$ cat src/rtl/serial_subtractor_pkg.sv
// Shared types for the bit-serial subtractor: FSM state encoding and counter sizing.
package serial_sub_pkg;

    typedef enum logic [1:0] {
        SUB_IDLE = 2'd0,
        SUB_RUN  = 2'd1,
        SUB_DONE = 2'd2
    } sub_state_t;

    function automatic int cnt_width(input int w);
        return (w > 2) ? $clog2(w) : 1;
    endfunction

endpackage

$ cat src/rtl/serial_subtractor_if.sv
// Start/done handshake and operand/result bus of the serial subtractor.
// The ovf signal exists only when SERIAL_SUB_OVF_EN is defined.
interface serial_subtractor_if #(
    parameter int WIDTH = 8
);
    logic             start;
    logic [WIDTH-1:0] a;
    logic [WIDTH-1:0] b;
    logic             busy;
    logic             done;
    logic [WIDTH-1:0] diff;
    logic             bout;
`ifdef SERIAL_SUB_OVF_EN
    logic             ovf;

    modport master (output start, a, b, input busy, done, diff, bout, ovf);
    modport slave  (input start, a, b, output busy, done, diff, bout, ovf);
`else
    modport master (output start, a, b, input busy, done, diff, bout);
    modport slave  (input start, a, b, output busy, done, diff, bout);
`endif
endinterface

$ cat src/rtl/serial_subtractor_fullsubtractor.sv
// Single-bit full subtractor cell, the borrow-direction twin of the full-adder cell.
module fullsubtractor (
    input  logic x,
    input  logic y,
    input  logic bi,
    output logic d,
    output logic bo
);
    assign d  = x ^ y ^ bi;
    assign bo = (~x & y) | (~(x ^ y) & bi);
endmodule

$ cat src/rtl/serial_subtractor.sv
// Bit-serial LSB-first a - b using one full-subtractor cell and a borrow flop.
// Define SERIAL_SUB_OVF_EN to add the registered signed-overflow output.
module serial_subtractor
    import serial_sub_pkg::*;
#(
    parameter int WIDTH = 8
) (
    input  logic                clk,
    input  logic                rst_n,
    serial_subtractor_if.slave  bus
);
    localparam int CNT_W = cnt_width(WIDTH);

    localparam logic [1:0] ST_IDLE = SUB_IDLE;
    localparam logic [1:0] ST_RUN  = SUB_RUN;
    localparam logic [1:0] ST_DONE = SUB_DONE;

    logic [1:0]       state;
    logic [WIDTH-1:0] sa;
    logic [WIDTH-1:0] sb;
    logic [WIDTH-1:0] sd;
    logic [WIDTH-1:0] sd_next;
    logic             br;
    logic [CNT_W-1:0] cnt;
    logic [WIDTH-1:0] diff_r;
    logic             bout_r;
    logic             d;
    logic             bo;
    logic             last_bit;

    fullsubtractor u_fs (
        .x  (sa[0]),
        .y  (sb[0]),
        .bi (br),
        .d  (d),
        .bo (bo)
    );

    // New bit enters at the MSB; after WIDTH shifts the LSB lands at bit 0.
    assign sd_next  = WIDTH'({d, sd} >> 1);
    assign last_bit = (cnt == CNT_W'(WIDTH - 1));

`ifdef SERIAL_SUB_OVF_EN
    logic am;
    logic bm;
    logic ovf_r;

    always_ff @(posedge clk) begin
        if (!rst_n) begin
            am    <= 1'b0;
            bm    <= 1'b0;
            ovf_r <= 1'b0;
        end else if (state != ST_RUN) begin
            if (bus.start) begin
                am <= bus.a[WIDTH-1];
                bm <= bus.b[WIDTH-1];
            end
        end else if (last_bit) begin
            ovf_r <= (am != bm) && (d != am);
        end
    end

    assign bus.ovf = ovf_r;
`endif

    always_ff @(posedge clk) begin
        if (!rst_n) begin
            state  <= ST_IDLE;
            sa     <= '0;
            sb     <= '0;
            sd     <= '0;
            br     <= 1'b0;
            cnt    <= '0;
            diff_r <= '0;
            bout_r <= 1'b0;
        end else begin
            case (state)
                ST_IDLE, ST_DONE: begin
                    if (bus.start) begin
                        sa    <= bus.a;
                        sb    <= bus.b;
                        sd    <= '0;
                        br    <= 1'b0;
                        cnt   <= '0;
                        state <= ST_RUN;
                    end else begin
                        state <= ST_IDLE;
                    end
                end
                ST_RUN: begin
                    br  <= bo;
                    sd  <= sd_next;
                    sa  <= sa >> 1;
                    sb  <= sb >> 1;
                    cnt <= cnt + 1'b1;
                    if (last_bit) begin
                        diff_r <= sd_next;
                        bout_r <= bo;
                        state  <= ST_DONE;
                    end
                end
                default: state <= ST_IDLE;
            endcase
        end
    end

    assign bus.busy = (state == ST_RUN);
    assign bus.done = (state == ST_DONE);
    assign bus.diff = diff_r;
    assign bus.bout = bout_r;

endmodule

$ cat src/flat_wrapper.sv
// flat-port wrapper written by rule: the top's interface ports become plain ports
module serial_subtractor_flat import serial_sub_pkg::*;
#(
    parameter int WIDTH = 8
)
  (clk, rst_n, bus_start, bus_a, bus_b, bus_busy, bus_done, bus_diff, bus_bout);
  serial_subtractor_if #(.WIDTH(WIDTH)) bus_i ();
  input  logic clk;
  input  logic rst_n;
  input wire logic [$bits(bus_i.start)-1:0] bus_start;
  input wire logic [$bits(bus_i.a)-1:0] bus_a;
  input wire logic [$bits(bus_i.b)-1:0] bus_b;
  output wire logic [$bits(bus_i.busy)-1:0] bus_busy;
  output wire logic [$bits(bus_i.done)-1:0] bus_done;
  output wire logic [$bits(bus_i.diff)-1:0] bus_diff;
  output wire logic [$bits(bus_i.bout)-1:0] bus_bout;
  assign bus_i.start = bus_start;
  assign bus_i.a = bus_a;
  assign bus_i.b = bus_b;
  assign bus_busy = bus_i.busy;
  assign bus_done = bus_i.done;
  assign bus_diff = bus_i.diff;
  assign bus_bout = bus_i.bout;
  serial_subtractor #(.WIDTH(WIDTH)) u_core (.clk(clk), .rst_n(rst_n), .bus(bus_i));
endmodule
$ cat config.mk
export PLATFORM = sky130hd
export DESIGN_NAME = serial_subtractor_flat
export DESIGN_NICKNAME = d
export VERILOG_FILES = /design/src/rtl/serial_subtractor_pkg.sv /design/src/rtl/serial_subtractor_if.sv /design/src/rtl/serial_subtractor_fullsubtractor.sv /design/src/rtl/serial_subtractor.sv /design/src/flat_wrapper.sv
export SDC_FILE = /design/constraint.sdc
export NUM_CORES = 1
export LEC_CHECK = 0
export ABC_AREA = 1
export CAP_MARGIN = 10
export CORE_MARGIN = 2
export CORE_UTILIZATION = 56
export CTS_CLUSTER_DIAMETER = 80
export DETAILED_ROUTE_END_ITERATION = 8
export GPL_TIMING_DRIVEN = 0
export PLACE_DENSITY = 0.93
export SLEW_MARGIN = 20
export SYNTH_ARGS = -nofsm -noshare
export SYNTH_HDL_FRONTEND = slang
export SYNTH_SLANG_ARGS = --single-unit
export TNS_END_PERCENT = 10
$ cat constraint.sdc
create_clock -name clk -period 2.2 [get_ports clk]
set_clock_uncertainty 0.1 [all_clocks]
set_input_delay 0.22 -clock clk [delete_from_list [all_inputs] [get_ports clk]]
set_output_delay 0.22 -clock clk [all_outputs]
set_load 0.02 [all_outputs]
==> run metrics <==
Slew HR=between 80 and 90%; f_max=0.551 GHz; Area contributors post-synth=dfxtp_1 42%, nand3_1 14%, nand2_1 11%, inv_1 6.8%, nor3_1 3.9%; top-area cell type share of the netlist area=roughly 42%; Net count, final=around 310; router iterations before antenna repair=4; CP dominant cell by count=buf_6; TritonCTS clock tree=done; Area Overhead vs Synth=23.1%; Crit. path cell count=6; Power Density=around 670 nW/µm²; Post CTS Setup Buffer Count=0; DRT Wirelength=3.77 mm; cells after synthesis=250; run status=complete, no violations; routed via count=1629; Worst VDD drop=around 440 µV; Final Util=73.0%; clock sinks=38; Pins Over Slew Limit=0; Total GRT Usage=between 20% and 30%; setup TNS=0 ns; CP Max Fanout=10; kind of critical path=register to primary output; Yosys top cell by area=dfxtp_1; PortBufs=28; std cell rows=20; Lkg Pwr=0.00106 µW; pre-CTS setup slack=a little over 0.4 ns; drc violations=0; clock root cell=clkbuf_4; Buffers & Inverters on Critical Path=5; hpwl dp=2.67 mm; Inserted Diodes=0; CP endpoint kind=primary output; Starting Density=just under 60%; core area=between 3000 and 4000 µm²; hold crit path type=input pin to register; Setup crit start kind=register; Cell Area, Synth=around 1800 µm²; CTS Buf Count=5; first-pass GRT wire length=roughly 5.9 mm; r2r worst-path depth=6; RSZ-0062 raised after global routing=false; DR WL/cell=11.4 µm; Critical Path RT=roughly 1.9 ns; syn avg cell area=slightly above 7 µm²; Clock transition at path regs=between 0.1 and 0.15 ns; post-route minimum period=roughly 1.8 ns; crit path DAT=around 1.5 ns; Worst-Skew Late Latency=~0.36 ns; Final Hold Fails=0; vias per cell=roughly 4.9; Worst-Margin Slew=between 0.2 and 0.3 ns; max incr delay on CP=between 0.3 and 0.4 ns; initial DRC count=103; share of cells above drive strength 1=14.0%; CTS max path bufs=2; synth unique cells=21; Die Y=60.8 µm; fin worst setup slack=about 0.38 ns; Clock H-tree levels=2; MaxCap Viol Count=0; vias in the first global route=1309; gr ovfl total=0; I/O pins=30; leading cell type in the layout, fill and taps excluded=nand2_1; Worst Hold Depth=3; period utilisation layout=82.6%; CP top delay family=buffers and inverters; Routed Antenna Nets=0; critical path, cell by cell=buf_6, inv_4, nor2_4, buf_6, buf_6, dlymetal6s2s_1; Routability Congestion=0.847; slowest CP cell=dfxtp_1; final setup violation count=0; syn_nets=between 200 and 300; Yosys warning total=0; most frequent cells in the layout=52 x nand2_1, 49 x nand3_1, 38 x dfxtp_1; Reg2Reg Setup Slack=about 0.66 ns; Tot Pwr=about 1500 µW; die footprint=about 3700 µm²; initial antenna violation count=0; Yosys reg bits=38; sequential element share of the synthesized area=a little over two fifths; pin count of the biggest net entering global routing=13; Die W=around 60 µm
-- area by class of cell --
type	instances	area [µm²]
Inverter	36	138
Buffer	16	126
Tap cell	44	55.1
Clock buffer	5	37.5
Multi-Input combinational cell	160	785
Fill cell	248	826
Timing Repair Buffer	28	285
Sequential cell	38	761
Clock inverter	3	40.0
-- synthesized netlist by cell type --
cell	count
inv_1	33
ha_1	2
buf_8	1
o21ai_0	2
a21oi_2	5
a21oi_1	10
inv_2	1
nand3b_1	1
nor2_4	1
nand2_2	8
buf_4	2
fa_1	1
dfxtp_1	38
nor3_1	14
nor2_1	15
buf_2	8
buf_6	5
nand3_1	49
nand2_1	52
clkinv_1	1
inv_4	1
-- flip-flops by register name (all words and copies together) (netlist names) --
register / flops
u_core.bus.bout: 1
u_core.state: 2
u_core.cnt: 3
u_core.bus.diff: 8
u_core.br: 1
u_core.sa: 8
u_core.sb: 8
u_core.sd: 7
-- report_power, final --
part | internal (µW) | switching (µW)
Sequential | 725 | 14.4
Combinational | 119 | 149
Clock | 235 | 239
-- routing by layer --
layer | GRT usage (%) | part of all wire [%]
met3 | 5.76 | 5.3
met5 | 0 | 0
met1 | 27.4 | 46
met2 | 36.6 | 47
met4 | 7.45 | 1.4
-- cells by family after synthesis --
| group | Yosys count | synth area share [%] |
|---|---|---|
| and+or+nand+nor | 140 | 35.1 |
| buffers and inverters | 52 | 14.6 |
| adders and majority gates | 3 | 2.49 |
| AOI/OAI and AO/OA | 17 | 5.74 |
| DFF | 38 | 42.0 |
-- repair_timing --
item	in CTS	in global routing
hold buffers	0	0
setup endpoints to repair	0	2
resized for setup	0	2
-- path summary, 6_finish.rpt --
path                                         from                               to
setup / recovery     u_core.state[0]$_SDFFE_PN0P_                         bus_busy
hold / removal                              rst_n        u_core.sd[1]$_SDFFE_PN0P_
setup reg to reg       u_core.cnt[0]$_SDFFE_PN0P_  u_core.bus.diff[5]$_SDFFE_PN0P_
hold reg to reg   u_core.bus.diff[0]$_SDFFE_PN0P_  u_core.bus.diff[0]$_SDFFE_PN0P_
-- metrics by stage --
stage	std cells	area, µm²	hold slack [ns]
after global routing	330	2230	0.123
after CTS	330	2220	0.114
after detailed placement	322	2140	0.351
final	330	2230	0.120
after global placement	322	2140	0.347
after floorplan	250	1810	0.262
-- worst reg2reg max path, delay by kind of cell, from the launching register on --
family | cells | cell delay, ns
fa+ha+maj | 2 | 0.44
simple gates | 3 | 0.34
flops | 1 | 0.35
buf+inv | 1 | 0.22
No activity file was read; power rests on OpenSTA's default activity.
